$ cat config.mk
export PLATFORM = sky130hd
export DESIGN_NAME = pwr_gated_alu_seq
export DESIGN_NICKNAME = d
export VERILOG_FILES = /design/src/rtl/pwr_gated_alu_seq.sv
export SDC_FILE = /design/constraint.sdc
export NUM_CORES = 1
export LEC_CHECK = 0
export ABC_AREA = 1
export CORE_AREA = 2 2 156 158
export DETAILED_ROUTE_END_ITERATION = 10
export DIE_AREA = 0 0 158 160
export PLACE_DENSITY = 0.67
export SETUP_SLACK_MARGIN = 0.15
export SYNTH_ARGS = -nofsm -noshare
export SYNTH_HDL_FRONTEND = slang
export SYNTH_SLANG_ARGS = --single-unit
$ cat constraint.sdc
create_clock -name clk -period 5.3 [get_ports clk]
set_input_delay 1.06 -clock clk [delete_from_list [all_inputs] [get_ports clk]]
set_output_delay 1.06 -clock clk [all_outputs]
set_load 0.01 [all_outputs]
$ cat src/rtl/pwr_gated_alu_seq.sv
// Power-gated ALU with an OFF/PWR_UP/ON/DRAIN/ISO sequencer, output isolation clamp
// and a multi-cycle multiply. Nothing in the ALU domain survives a trip through OFF.
//
//   state  | meaning
//   OFF    | switch open, outputs clamped, waiting for pwr_up_req
//   PWR_UP | switch closed, still clamped while the rail settles (PWR_DLY cycles)
//   ON     | powered and unclamped, ops accepted
//   DRAIN  | power-down requested, letting the in-flight op finish
//   ISO    | clamped, still powered for ISO_DLY cycles before the switch opens
module pwr_gated_alu_seq #(
    parameter int          WIDTH     = 16,
    parameter int unsigned CLAMP_VAL = 1,
    parameter int          ISO_DLY   = 2,
    parameter int          PWR_DLY   = 4,
    parameter int          MUL_LAT   = 3
) (
    input  logic             clk,
    input  logic             rst,
    input  logic [WIDTH-1:0] A,
    input  logic [WIDTH-1:0] B,
    input  logic [3:0]       opcode,
    input  logic             start,
    input  logic             pwr_down_req,
    input  logic             pwr_up_req,
    output logic [WIDTH-1:0] result,
    output logic             busy,
    output logic             done,
    output logic             pwr_en,
    output logic             iso_active,
    output logic [2:0]       pwr_state,
    output logic             start_drop
);

    localparam logic [2:0] S_OFF   = 3'd0;
    localparam logic [2:0] S_PWRUP = 3'd1;
    localparam logic [2:0] S_ON    = 3'd2;
    localparam logic [2:0] S_DRAIN = 3'd3;
    localparam logic [2:0] S_ISO   = 3'd4;

    localparam logic [3:0] OP_MUL  = 4'd7;

    logic [2:0]       state_q, state_d;
    logic [3:0]       seq_cnt_q, seq_cnt_d;
    logic [WIDTH-1:0] res_q, res_d;
    logic             busy_q, busy_d;
    logic             done_q, done_d;
    logic             drop_q, drop_d;
    logic [3:0]       mul_cnt_q, mul_cnt_d;
    logic [WIDTH-1:0] mul_a_q, mul_a_d;
    logic [WIDTH-1:0] mul_b_q, mul_b_d;

    logic             accept;
    logic [WIDTH-1:0] alu_val;
    logic [4:0]       shamt;

    assign accept = start && (state_q == S_ON) && !busy_q;
    assign shamt  = B[4:0];

    always_comb begin
        alu_val = '0;
        case (opcode)
            4'd0: alu_val = A + B;
            4'd1: alu_val = A - B;
            4'd2: alu_val = A & B;
            4'd3: alu_val = A | B;
            4'd4: alu_val = A ^ B;
            4'd5: alu_val = (int'(shamt) >= WIDTH) ? '0 : (A << shamt);
            4'd6: alu_val = (int'(shamt) >= WIDTH) ? '0 : (A >> shamt);
            default: alu_val = '0;
        endcase
    end

    always_comb begin
        state_d   = state_q;
        seq_cnt_d = seq_cnt_q;
        res_d     = res_q;
        busy_d    = busy_q;
        done_d    = 1'b0;
        drop_d    = 1'b0;
        mul_cnt_d = mul_cnt_q;
        mul_a_d   = mul_a_q;
        mul_b_d   = mul_b_q;

        if (start && !accept) begin
            drop_d = 1'b1;
        end

        if (accept) begin
            if (opcode == OP_MUL) begin
                busy_d    = 1'b1;
                mul_cnt_d = 4'(MUL_LAT - 1);
                mul_a_d   = A;
                mul_b_d   = B;
            end else begin
                res_d  = alu_val;
                done_d = 1'b1;
            end
        end else if (busy_q) begin
            if (mul_cnt_q == 4'd0) begin
                res_d  = mul_a_q * mul_b_q;
                done_d = 1'b1;
                busy_d = 1'b0;
            end else begin
                mul_cnt_d = mul_cnt_q - 4'd1;
            end
        end

        case (state_q)
            S_OFF: begin
                if (pwr_up_req) begin
                    state_d   = S_PWRUP;
                    seq_cnt_d = 4'(PWR_DLY - 1);
                end
            end
            S_PWRUP: begin
                if (seq_cnt_q == 4'd0) begin
                    state_d = S_ON;
                end else begin
                    seq_cnt_d = seq_cnt_q - 4'd1;
                end
            end
            S_ON: begin
                // An op accepted in the same cycle as the request must drain too.
                if (pwr_down_req) begin
                    if (busy_q || accept) begin
                        state_d = S_DRAIN;
                    end else begin
                        state_d   = S_ISO;
                        seq_cnt_d = 4'(ISO_DLY - 1);
                    end
                end
            end
            S_DRAIN: begin
                if (done_q) begin
                    state_d   = S_ISO;
                    seq_cnt_d = 4'(ISO_DLY - 1);
                end
            end
            S_ISO: begin
                if (seq_cnt_q == 4'd0) begin
                    state_d   = S_OFF;
                    res_d     = '0;
                    busy_d    = 1'b0;
                    mul_cnt_d = '0;
                    mul_a_d   = '0;
                    mul_b_d   = '0;
                end else begin
                    seq_cnt_d = seq_cnt_q - 4'd1;
                end
            end
            default: begin
                state_d   = S_OFF;
                seq_cnt_d = '0;
            end
        endcase
    end

    always_ff @(posedge clk or posedge rst) begin
        if (rst) begin
            state_q   <= S_OFF;
            seq_cnt_q <= '0;
            res_q     <= '0;
            busy_q    <= 1'b0;
            done_q    <= 1'b0;
            drop_q    <= 1'b0;
            mul_cnt_q <= '0;
            mul_a_q   <= '0;
            mul_b_q   <= '0;
        end else begin
            state_q   <= state_d;
            seq_cnt_q <= seq_cnt_d;
            res_q     <= res_d;
            busy_q    <= busy_d;
            done_q    <= done_d;
            drop_q    <= drop_d;
            mul_cnt_q <= mul_cnt_d;
            mul_a_q   <= mul_a_d;
            mul_b_q   <= mul_b_d;
        end
    end

    assign pwr_en     = (state_q != S_OFF);
    assign iso_active = (state_q == S_OFF) || (state_q == S_PWRUP) || (state_q == S_ISO);
    assign result     = iso_active ? WIDTH'(CLAMP_VAL) : res_q;
    assign busy       = busy_q;
    assign done       = done_q;
    assign start_drop = drop_q;
    assign pwr_state  = state_q;

endmodule

# ---- Word level (Yosys, flattened, before mapping)
# Index checks and enable logic that the tools add are counted.
dict set report op_classes {
  muxes 48
  magnitude_cmp 1
  n_shift 2
  addsub 4
  n_eq_ne 18
  n_reduce_logical 16
  multipliers 1
  div_mod_pow 0
  n_bitwise 3
}
# op n
set ops {}
lappend ops {{two-way mux 16 bit} 17}
lappend ops {{one-hot mux 16 bit (7 select lines)} 1}
lappend ops {{two-way mux 4 bit} 11}
lappend ops {{two-way mux 3 bit} 6}
lappend ops {{adder 16 bit} 1}
lappend ops {{bitwise AND 16 bit} 1}
lappend ops {{equality test 4 x 3 -> 1 bit, second input constant} 4}
lappend ops {{multiplier 16 x 16 -> 16 bit} 1}
lappend ops {{OR 16 bit} 1}
lappend ops {{one-hot mux 4 bit (4 select lines)} 1}
lappend ops {{<< shifter 16 x 5 -> 16 bit} 1}
lappend ops {{right shift 16 x 5 -> 16 bit} 1}
lappend ops {{subtractor 16 bit} 1}
lappend ops {{bitwise XOR 16 bit} 1}
lappend ops {{one-hot mux 3 bit (5 select lines)} 1}
lappend ops {{inequality test 2 bit, second input constant} 7}
lappend ops {{zero test 4 bit} 3}
lappend ops {{two-way mux 1 bit} 11}
lappend ops {{AND reduction 5 bit} 2}
lappend ops {{equality test 4 x 2 -> 1 bit, second input constant} 2}
lappend ops {{subtractor 4 x 1 -> 4 bit, second input constant} 2}
lappend ops {{equality test 3 x 2 -> 1 bit, second input constant} 2}
lappend ops {{greater-or-equal comparator 5 bit, second input constant} 1}
lappend ops {{equality test 4 x 1 -> 1 bit, second input constant} 1}
lappend ops {{8 further kinds} 13}
dict set report totals {
  memories 0
  elab_cells 102
  ram_bits 0
  register_bits 62
  out_inout_bits 24
  rom_bits 0
  inputBits 41
  latch_bits 0
}

# ---- Longest topological paths before layout
# Gate-level depths: netlist of the first run.
dict set report logic_depth {
  depth_word 7
  ltp_mapped 32
  depth_no_buf 30
}

# ---- Worst setup path before layout of the first run
# No wires, ideal clock.
dict set report synth_timing {
  path_kind {flip-flop to flip-flop}
  startpoint {register mul_b_q[1]}
  endpoint {register res_q[14]}
  path_stages_with_launch 23
  slack_ns 0.140
  required_ns 5.162
  arrival_time_ns 5.022
  path_buffers 2
  path_cell_list {dfrtp_1 -> buf_2 -> clkbuf_1 -> nand2_1 -> fa_1 -> fa_1 -> fa_1 -> fa_1 -> inv_1 -> fa_1 -> inv_1 -> fa_1 -> inv_1 -> ha_1 -> nand2_1 -> nor2_1 -> nand3_1 -> o2111ai_1 -> nand2_1 -> inv_1 -> o21ai_0 -> a22oi_1 -> a21oi_1}
}
dict set report synth_between {
  elab_chain_cells 6
}
# item line_no
set synth_rtl {}
lappend synth_rtl {{start: declaration} 50} ;# logic [WIDTH-1:0] mul_b_q, mul_b_d;
lappend synth_rtl {{start signal: assignment} 178} ;# mul_b_q <= mul_b_d;
lappend synth_rtl {{multiplier 16 x 16 -> 16 bit *} 100} ;# res_d = mul_a_q * mul_b_q;
lappend synth_rtl {{two-way mux 16 bit *} 99} ;# if (mul_cnt_q == 4'd0) begin
lappend synth_rtl {{two-way mux 16 bit *} 98} ;# end else if (busy_q) begin
lappend synth_rtl {{two-way mux 16 bit *} 88} ;# if (accept) begin
lappend synth_rtl {{two-way mux 16 bit} 140} ;# if (seq_cnt_q == 4'd0) begin
lappend synth_rtl {{two-way mux 16 bit *} 108} ;# case (state_q)
lappend synth_rtl {{named net res_d[14]} 44} ;# logic [WIDTH-1:0] res_q, res_d;
lappend synth_rtl {{end signal: assignment} 172} ;# res_q <= res_d;
lappend synth_rtl {{end: declaration} 44}
# Mark *: on every way through the listed nets, which the timed path passes. The rest lies on a longest branch.
# A chain may end at the register's enable or synchronous reset.

# ---- Worst setup path after layout of the first run
dict set report layout_timing {
  startpoint {register mul_b_q[3]}
  endpoint {register res_q[12]}
}
# Same word-level chain as after synthesis.

==> impl_metrics.csv, run 1 <==
group,metric,value,unit
worst_setup_path,rr_startpoint,"mul_b_q[3]",
timing,timing_worst_slew_pin_value,1050,ps
route,vias_per_cell,5.29,
job,count_of_max_cap_constraint_violations,0,
route,routed_wire_length_per_instance,16.7,um
worst_setup_path,r2r_cells,26,
synthesis,dominantRegCellSynth,"sky130_fd_sc_hd__dfrtp_1",
worst_setup_path,worstPathArrival,5410,ps
timing,rsz0062_at_grt,"true",
route,detailroute.via_count,10600,
floorplanning,fp.dieW,158,um
clocking,cts-htree-levels,3,
clocking,tritoncts,"yes",
synthesis,asyncSetResetFlopFracSynth,1.00,
route,detail_route.drc_violations,0,
route,initial_detailed_routing_violation_count,668,
global_route,grt_antenna_before_repair,0,
hold_path,worst_hold_startpoint,"mul_cnt_q[0]",
final_layout,final_cell_count_no_fill,2012,
final_layout,fillers,2440,
worst_setup_path,sort_of_element_at_the_end_of_the_critical_path,"flop",
synthesis,avgSynthCellArea,6.59,um^2
clocking,cts_buffer_depth,2,
floorplanning,die-height,160,um
timing,report.final.setup_viol,0,
global_route,grt-ovfl-total,0,
timing,fin_ws,111,ps
route,met3WireLength,1.56,mm
worst_setup_path,worst-path-max-fanout,6,
clocking,cts.clk_slew.worst_paths,60,ps
floorplanning,initial_core_util,0.442,
synthesis,postSynthCellCount,1598,
synthesis,yosysWarnings,0,
final_layout,num_antenna_cells,0,
place,pre_cts_ws,-35.9,ps
hold_path,hold-path-cell-count,1,
route,drt.antenna.violating_nets,0,
clocking,ctsHoldBuffers,0,
timing,fin_clk_skew,12.2,ps
worst_setup_path,critical-path-slowest-cell,"sky130_fd_sc_hd__fa_1",
synthesis,synth.net_count,1822,
final_layout,fraction_of_final_layout_cells_sized_beyond_drive_strength_1,0.111,
final_layout,layout.nets,1907,
floorplanning,floorplan.die_area,25300,um^2
place,numPlacedInstances,1969,
worst_setup_path,timing.critical_path.required,5520,ps
clocking,clock_insertion_delay_worst_skew,330,ps
route,drt-pass1-iter-count,6,
worst_setup_path,critical_path.startpoint_type,"flop",
final_layout,synth_to_layout_area_growth,17.5,%
hold_path,worst_hold_path_type,"flop to flop",
clocking,cts_root_buffer_type,"sky130_fd_sc_hd__clkbuf_16",
route,top_layer,"met4",
synthesis,synthesis.area,10500,um^2
global_route,first_pass_grt_wire_length,53.6,mm
worst_setup_path,crit_top_cell,"sky130_fd_sc_hd__fa_1",
synthesis,yosys.cell_types.count,51,
timing,slew_viol_final,0,
route,met2_wirelength,16.1,mm
worst_setup_path,critical-path-max-stage-delay,530,ps
timing,timing.fmax,193,MHz
route,detail_route.wirelength.met1,14.9,mm
synthesis,yosysSeqAreaShare,0.147,
worst_setup_path,crit_path_end,"res_q[12]",
global_route,grt_max_degree,66,
power,power_density,251,nW/um^2
worst_setup_path,worst_setup_path_startpoint,"mul_b_q[3]",
place,globalplace.congestion,0.974,
power,max-vdd-ir-drop,0.142,mV
synthesis,yosys_register_bits,62,
worst_setup_path,timing_worst_setup_path_type,"flop to flop",
route,wirelength,33.6,mm
timing,slew_headroom,0.300,
power,power.static_leakage,6.78,nW
timing,final_hold_viol_count,0,
outcome,outcome,"finished clean",
floorplanning,fp.coreArea,23800,um^2
synthesis,synth_enable_flop_cells,0,
clocking,number_of_sinks_driven_by_the_clock_tree,62,
timing,period_needed,5190,ps
place,dp_hpwl,27.0,mm
global_route,gr-usage-all-layers,0.270,
worst_setup_path,r2r_setup_slk,110,ps
floorplanning,pin_count,65,
place,numPortBuffers,64,
worst_setup_path,crit-reg2reg-capture,"res_q[12]",
global_route,first_global_vias,10300,
floorplanning,core_rows,57,
timing,finalCritPeriodShare,0.979,
clocking,cts_inserted_buffers,9,
-- stage by stage --
step	hold slack [ps]	power (mW)	utilization	instance area, um^2	TNS, ps
CTS	517	2.95	0.505	12000	0
detailed placement	510	2.32	0.488	11600	-49.0
global placement	503	2.29	0.488	11600	0
floorplan	471	1.74	-	10500	0
global route	546	3.35	0.519	12400	-179
finish	519	3.11	0.519	12400	0
-- how the worst min path moves through the flow --
stage                               to  slack (ps)
final                     mul_cnt_q[0]         520
after global routing      mul_cnt_q[0]         550
after global placement    mul_cnt_q[0]         500
after CTS                 mul_cnt_q[0]         520
after floorplan           mul_cnt_q[0]         470
after detailed placement  mul_cnt_q[0]         510
-- area by class of cell --
class | count | area (um^2) | area share
clock inverters | 4 | 47.5 | 0.00384
multi-input cells | 1122 | 7570 | 0.612
repair buffers | 135 | 1210 | 0.0981
clock buffers | 12 | 236 | 0.0191
flip-flops and latches | 62 | 1580 | 0.127
well taps | 324 | 405 | 0.0328
inverters | 353 | 1330 | 0.107
-- Yosys cell counts, types with 11 or more instances --
library cell | number | share of area
sky130_fd_sc_hd__xor2_1 | 24 | 0.020
sky130_fd_sc_hd__nand2_1 | 404 | 0.14
sky130_fd_sc_hd__ha_1 | 102 | 0.12
sky130_fd_sc_hd__nor2_1 | 95 | 0.034
sky130_fd_sc_hd__buf_2 | 23 | 0.011
sky130_fd_sc_hd__a221oi_1 | 11 | 0.0092
sky130_fd_sc_hd__o21ai_0 | 111 | 0.053
sky130_fd_sc_hd__clkbuf_1 | 29 | 0.010
sky130_fd_sc_hd__nand3_1 | 67 | 0.032
sky130_fd_sc_hd__dfrtp_1 | 62 | 0.15
sky130_fd_sc_hd__a21oi_1 | 107 | 0.051
sky130_fd_sc_hd__fa_1 | 81 | 0.15
sky130_fd_sc_hd__o21ai_1 | 21 | 0.010
sky130_fd_sc_hd__o211ai_1 | 12 | 0.0086
sky130_fd_sc_hd__inv_1 | 341 | 0.12
-- sequential cells by signal, indices dropped and copies added, names as in the netlist --
register / count
busy: 1
done: 1
pwr_state: 3
mul_a_q: 16
start_drop: 1
mul_b_q: 16
mul_cnt_q: 4
seq_cnt_q: 4
res_q: 16
-- timing repair --
action	CTS	global route
gates resized for setup	24	65
buffers inserted	4	23
cloned	0	0
endpoints found under the setup margin	5	6
pin swaps	4	31
-- power by group --
part | total [mW] | internal, mW | switching [mW]
Sequential | 0.874 | 0.645 | 0.229
Combinational | 1.65 | 0.689 | 0.957
Clock | 0.587 | 0.363 | 0.224
-- layout by cell type, fill, tap and decap left out, drive strengths merged, types with 12 or more instances in the layout --
master	n
nand2	405
clkdlybuf4s50	64
ha	102
dfrtp	62
xor2	24
nor3	13
o21ai	134
buf	71
clkbuf	12
o211ai	12
inv	351
a221oi	12
a21oi	110
nor2	103
fa	81
nand3	67
-- cell families (layout without fill, tap and decap cells) --
group / count (synthesis) / in the layout / synth area share
AOI/OAI and AO/OA: 301 / 301 / 0.160
xor gates and xnor gates: 26 / 26 / 0.0216
adders and majority gates: 183 / 183 / 0.275
buffers and inverters: 414 / 504 / 0.153
DFF: 62 / 62 / 0.147
muxes: 1 / 1 / 0.000951
and+or+nand+nor: 611 / 611 / 0.242
-- layer usage --
| metal | vias up | GRT usage |
|---|---|---|
| met5 | - | 0 |
| met4 | 0 | 0.0905 |
| met3 | 65 | 0.0187 |
| met2 | 331 | 0.450 |
| met1 | 5095 | 0.372 |
| li1 | 5147 | - |
-- worst max-delay path, delay by kind of cell, from the launching register on --
| family | cells | cell delay, ps |
|---|---|---|
| AO/OA/AOI/OAI | 3 | 190 |
| adder cells (fa/ha/maj) | 7 | 2970 |
| AND/OR/NAND/NOR | 9 | 1010 |
| flip-flops | 1 | 460 |
| buffers and inverters | 7 | 450 |
Note: power is estimated with default switching activity, not from simulation.
==> run 2, diff against run 1 <==
--- a/config.mk
+++ b/config.mk
@@ -6,9 +6,9 @@
 export NUM_CORES = 1
 export LEC_CHECK = 0
 export ABC_AREA = 1
-export CORE_AREA = 2 2 156 158
+export CORE_AREA = 2 2 140 177
 export DETAILED_ROUTE_END_ITERATION = 10
-export DIE_AREA = 0 0 158 160
+export DIE_AREA = 0 0 142 179
 export PLACE_DENSITY = 0.67
 export SETUP_SLACK_MARGIN = 0.15
 export SYNTH_ARGS = -nofsm -noshare
==> impl_metrics.csv, run 2 (same netlist as run 1, synthesis figures left out) <==
group,metric,value,unit
power,int_power,1.68,mW
timing,rsz0062_at_grt,"true",
global_route,first_pass_grt_wire_length,54.1,mm
floorplanning,fp.coreArea,23900,um^2
final_layout,reg_top3,"mul_a_q (16), mul_b_q (16), res_q (16)",
final_layout,num_antenna_cells,0,
place,dp_hpwl,27.7,mm
timing,final_hold_viol_count,0,
timing,slew_headroom,0.306,
worst_setup_path,crit_cells,26,
worst_setup_path,path_delay_family,"adder cells",
final_layout,layout.nets,1913,
worst_setup_path,worstPathBufferInverterCount,7,
power,power.static_leakage,6.81,nW
global_route,grt_max_degree,64,
power,power_density,250,nW/um^2
worst_setup_path,sort_of_element_at_the_end_of_the_critical_path,"flop",
route,drt.antenna.violating_nets,0,
timing,whs,533,ps
power,max-vdd-ir-drop,0.156,mV
worst_setup_path,crit_top_cell,"sky130_fd_sc_hd__fa_1",
worst_setup_path,r2r_cells,26,
route,detailroute.via_count,10700,
global_route,gr-usage-all-layers,0.275,
hold_path,hold-path-cell-count,1,
timing,tns,0,ps
timing,report.final.setup_viol,0,
clocking,cts-htree-levels,3,
floorplanning,floorplan.die_area,25400,um^2
worst_setup_path,critical-path-slowest-cell,"sky130_fd_sc_hd__fa_1",
timing,fin_clk_skew,9.87,ps
clocking,cts_root_buffer_type,"sky130_fd_sc_hd__clkbuf_16",
power,power.switching,1.42,mW
timing,timing.fmax,195,MHz
worst_setup_path,timing.critical_path.required,5520,ps
final_layout,mostFrequentLayoutCells,"sky130_fd_sc_hd__nand2_1, sky130_fd_sc_hd__inv_1, sky130_fd_sc_hd__o21ai_0, sky130_fd_sc_hd__a21oi_1",
global_route,grt_antenna_before_repair,0,
worst_setup_path,critical-path-max-stage-delay,560,ps
floorplanning,pin_count,65,
route,routed_wire_length_per_instance,17.3,um
outcome,outcome,"finished clean",
worst_setup_path,timing_worst_setup_path_type,"flop to flop",
floorplanning,die-height,179,um
job,count_of_max_cap_constraint_violations,0,
clocking,number_of_sinks_driven_by_the_clock_tree,62,
clocking,tritoncts,"yes",
global_route,first_global_vias,10400,
place,globalplace.congestion,0.987,
timing,timing_worst_slew_pin_value,1040,ps
place,numPortBuffers,64,
clocking,cts_buffer_depth,2,
hold_path,worst_hold_path_type,"flop to flop",
global_route,grt-ovfl-total,0,
timing,slew_viol_final,0,
clocking,cts.clk_slew.worst_paths,60,ps
floorplanning,fp.dieW,142,um
floorplanning,core_rows,64,
final_layout,fraction_of_final_layout_cells_sized_beyond_drive_strength_1,0.118,
final_layout,synth_to_layout_area_growth,17.8,%
route,detail_route.drc_violations,0,
timing,period_needed,5140,ps
route,vias_per_cell,5.38,
worst_setup_path,critical_path.startpoint_type,"flop",
power,netSwitchingFraction,0.457,
route,initial_detailed_routing_violation_count,772,
floorplanning,initial_core_util,0.440,
power,p_comb_frac,0.538,
worst_setup_path,worstPathArrival,5360,ps
route,wirelength,34.5,mm
clocking,clock_insertion_delay_worst_skew,340,ps
clocking,cts_inserted_buffers,9,
route,drt-pass1-iter-count,7,
timing,finalCritPeriodShare,0.970,
power,power.clock.fraction,0.180,
final_layout,most_common_cell_after_layout_fill_and_taps_aside,"sky130_fd_sc_hd__nand2_1",
power,seq_power_share,0.283,
worst_setup_path,worst-path-max-fanout,5,
run 2: what timing repair did:
| action | in CTS | in global routing |
|---|---|---|
| setup endpoints to repair | 4 | 6 |
| pin swaps | 19 | 37 |
| hold buffers | 0 | 0 |
| gates resized for setup | 40 | 61 |
| buffers inserted | 17 | 15 |
run 2: final timing paths:
kind	from	slack, ps	endpoint
worst max-delay path	mul_b_q[4]	160	res_q[12]
worst max register to register	mul_b_q[4]	160	res_q[12]
min in group asynchronous	rst	1280	busy
max in group asynchronous	rst	3420	mul_b_q[1]
worst min-delay path	mul_cnt_q[0]	530	mul_cnt_q[0]
worst min register to register	mul_cnt_q[0]	530	mul_cnt_q[0]
run 2: layout make-up:
type,instances,area [um^2]
tap,297,372
inverter,353,1330
clock buffer,11,253
sequential,62,1570
clock inverter,5,33.8
fill,2347,11500
multi-input combinational,1122,7590
timing repair buffer,141,1260
run 2: layer usage:
metal	GRT usage	vias to the layer above	part of all wire
li1	-	5167	-
met1	0.319	5064	0.40
met2	0.492	358	0.50
met3	0.0235	119	0.040
met4	0.169	0	0.065
met5	0	-	0
run 2: power groups by stage:
stage / Sequential, mW / Combinational (mW) / Clock (mW)
finish: 0.877 / 1.67 / 0.558
global route: 0.900 / 1.87 / 0.593
CTS: 0.869 / 1.55 / 0.570
detailed placement: 0.891 / 1.42 / 0
global placement: 0.889 / 1.40 / 0
floorplan: 0.740 / 0.996 / 0
run 2: metrics by stage:
step / cell area [um^2] / cells / util / total power [mW] / setup slack, ps
after floorplan: 10500 / 1598 / - / 1.74 / 181
after global placement: 11600 / 1943 / 0.484 / 2.29 / 95.5
after detailed placement: 11600 / 1943 / 0.484 / 2.31 / -8.42
after CTS: 12100 / 1976 / 0.506 / 2.99 / 131
after global routing: 12400 / 1991 / 0.518 / 3.36 / -63.6
final: 12400 / 1991 / 0.518 / 3.10 / 159
==> run 3, diff against run 2 <==
--- a/config.mk
+++ b/config.mk
@@ -11,6 +11,7 @@
 export DIE_AREA = 0 0 142 179
 export PLACE_DENSITY = 0.67
 export SETUP_SLACK_MARGIN = 0.15
+export SLEW_MARGIN = 10
 export SYNTH_ARGS = -nofsm -noshare
 export SYNTH_HDL_FRONTEND = slang
 export SYNTH_SLANG_ARGS = --single-unit
==> constraint.sdc (replaced) <==
create_clock -name clk -period 5.3 [get_ports clk]
set_input_delay 0.795 -clock clk [delete_from_list [all_inputs] [get_ports clk]]
set_output_delay 0.795 -clock clk [all_outputs]
set_load 0.01 [all_outputs]
==> impl_metrics.csv, run 3 (same netlist as run 1, synthesis figures left out) <==
group,metric,value,unit
outcome,outcome,"finished clean",
global_route,grt_antenna_before_repair,0,
final_layout,layout.nets,1902,
timing,tns,0,ps
route,vias_per_cell,5.41,
place,placed_area,11600,um^2
clocking,cts_buffer_depth,2,
floorplanning,fp.coreArea,23900,um^2
timing,timing.fmax,192,MHz
hold_path,worst_hold_path_type,"flop to flop",
final_layout,fraction_of_final_layout_cells_sized_beyond_drive_strength_1,0.105,
worst_setup_path,critical_path.startpoint_type,"flop",
final_layout,num_antenna_cells,0,
timing,timing_worst_slew_pin_value,1140,ps
final_layout,area_occupied_by_multi_input_gates,7570,um^2
worst_setup_path,r2r_setup_slk,90,ps
place,globalplace.congestion,1.00,
worst_setup_path,sort_of_element_at_the_end_of_the_critical_path,"flop",
global_route,grt_max_degree,63,
job,count_of_max_cap_constraint_violations,0,
clocking,tritoncts,"yes",
worst_setup_path,worstPathBufferInverterCount,6,
final_layout,most_common_cell_after_layout_fill_and_taps_aside,"sky130_fd_sc_hd__nand2_1",
floorplanning,floorplan.die_area,25400,um^2
timing,fin_clk_skew,8.10,ps
timing,period_needed,5210,ps
worst_setup_path,critical-path-max-stage-delay,580,ps
worst_setup_path,timing_worst_setup_path_type,"flop to flop",
worst_setup_path,timing.critical_path.required,5470,ps
final_layout,fin_area,12300,um^2
clocking,clock_insertion_delay_worst_skew,340,ps
final_layout,final_cell_count_no_fill,1979,
timing,whs,524,ps
route,detail_route.drc_violations,0,
final_layout,mostFrequentLayoutCells,"sky130_fd_sc_hd__nand2_1, sky130_fd_sc_hd__inv_1, sky130_fd_sc_hd__a21oi_1",
floorplanning,fp.dieW,142,um
clocking,cts_inserted_buffers,9,
route,drt-pass1-iter-count,8,
global_route,first_pass_grt_wire_length,54.2,mm
timing,slew_viol_final,0,
timing,report.final.setup_viol,0,
clocking,number_of_sinks_driven_by_the_clock_tree,62,
route,detailroute.via_count,10700,
power,fin_total_pwr,3.03,mW
floorplanning,pin_count,65,
clocking,cts-htree-levels,3,
floorplanning,core_rows,64,
place,numPortBuffers,64,
worst_setup_path,worstPathArrival,5370,ps
timing,rsz0062_at_grt,"true",
place,numPlacedInstances,1942,
final_layout,postLayoutCoreUtil,0.512,
worst_setup_path,worst-path-max-fanout,5,
worst_setup_path,critical-path-slowest-cell,"sky130_fd_sc_hd__fa_1",
global_route,first_global_vias,10700,
final_layout,fillers,2360,
place,pre_cts_ws,-85.9,ps
global_route,grt-ovfl-total,0,
power,max-vdd-ir-drop,0.186,mV
route,initial_detailed_routing_violation_count,706,
final_layout,synth_to_layout_area_growth,16.4,%
timing,final_hold_viol_count,0,
final_layout,layout.area.seq,1570,um^2
global_route,gr-usage-all-layers,0.276,
floorplanning,die-height,179,um
clocking,cts.clk_slew.worst_paths,50,ps
power,power.static_leakage,6.77,nW
worst_setup_path,path_delay_family,"adder cells",
timing,finalCritPeriodShare,0.983,
final_layout,reg_top3,"mul_a_q (16), mul_b_q (16), res_q (16)",
route,drt.antenna.violating_nets,0,
timing,fin_ws,91.4,ps
clocking,cts_root_buffer_type,"sky130_fd_sc_hd__clkbuf_16",
power,power_density,247,nW/um^2
worst_setup_path,worstPathCellList,"buf_6, buf_6, nand2_4, fa_1, fa_1, fa_1, fa_1, inv_2, fa_1, inv_2, fa_1, inv_2, ha_4, nand2_4, nor2_4, nand3_2, o2111ai_2, nand2_1, inv_1, o21ai_1, a22oi_1, a21oi_1",
worst_setup_path,crit_top_cell,"sky130_fd_sc_hd__fa_1",
floorplanning,initial_core_util,0.440,
place,dp_hpwl,28.1,mm
timing,slew_headroom,0.234,
route,wirelength,34.7,mm
route,routed_wire_length_per_instance,17.5,um
run 3: changes by cell type in the layout (fill, tap and decap cells not counted), moves of 2 or more:
cell	delta
sky130_fd_sc_hd__clkbuf_8	-2
sky130_fd_sc_hd__buf_2	-2
sky130_fd_sc_hd__buf_4	-4
sky130_fd_sc_hd__nor2_2	-2
sky130_fd_sc_hd__ha_1	+2
sky130_fd_sc_hd__buf_6	-5
sky130_fd_sc_hd__nand2_4	+2
sky130_fd_sc_hd__clkinv_2	+2
sky130_fd_sc_hd__inv_1	+3
sky130_fd_sc_hd__o21ai_2	-3
sky130_fd_sc_hd__o21ai_1	+3
sky130_fd_sc_hd__inv_2	-4
sky130_fd_sc_hd__nand2_2	-3
run 3: path summary, 6_finish.rpt:
kind | cells after the start | end | startpoint
max | 22 | res_q[14] | mul_b_q[2]
min | 1 | mul_cnt_q[0] | mul_cnt_q[0]
max reg2reg | 22 | res_q[14] | mul_b_q[2]
min reg2reg | 1 | mul_cnt_q[0] | mul_cnt_q[0]
max in group asynchronous | 3 | mul_b_q[1] | rst
min in group asynchronous | 3 | mul_cnt_q[2] | rst
run 3: timing repair:
action / 4_1_cts / 5_1_grt
setup endpoints to repair: 4 / 6
pin swaps: 10 / 44
setup buffers: 10 / 12
resized for setup: 33 / 51
hold buffers: 0 / 0
run 3: layout make-up:
class | instances | share of cell area
clock inverter | 5 | 0.00225
inverter | 353 | 0.108
sequential | 62 | 0.128
timing repair buffer | 130 | 0.0949
clock buffer | 10 | 0.0187
multi-input combinational | 1122 | 0.617
tap | 297 | 0.0303
run 3: where the power goes:
group,switching [mW],internal [mW],leakage (nW)
registers,0.236,0.643,0.811
logic,0.956,0.673,5.83
clock network,0.211,0.310,0.128
total,1.40,1.63,6.77
run 3: metal layers:
metal,share of wire,global-route usage,routed length (um),vias to the layer above
met1,0.39,0.313,13500,5084
met4,0.067,0.176,2310,0
met3,0.040,0.0224,1370,122
met5,0,0,0,-
li1,-,-,-,5145
met2,0.51,0.498,17500,347
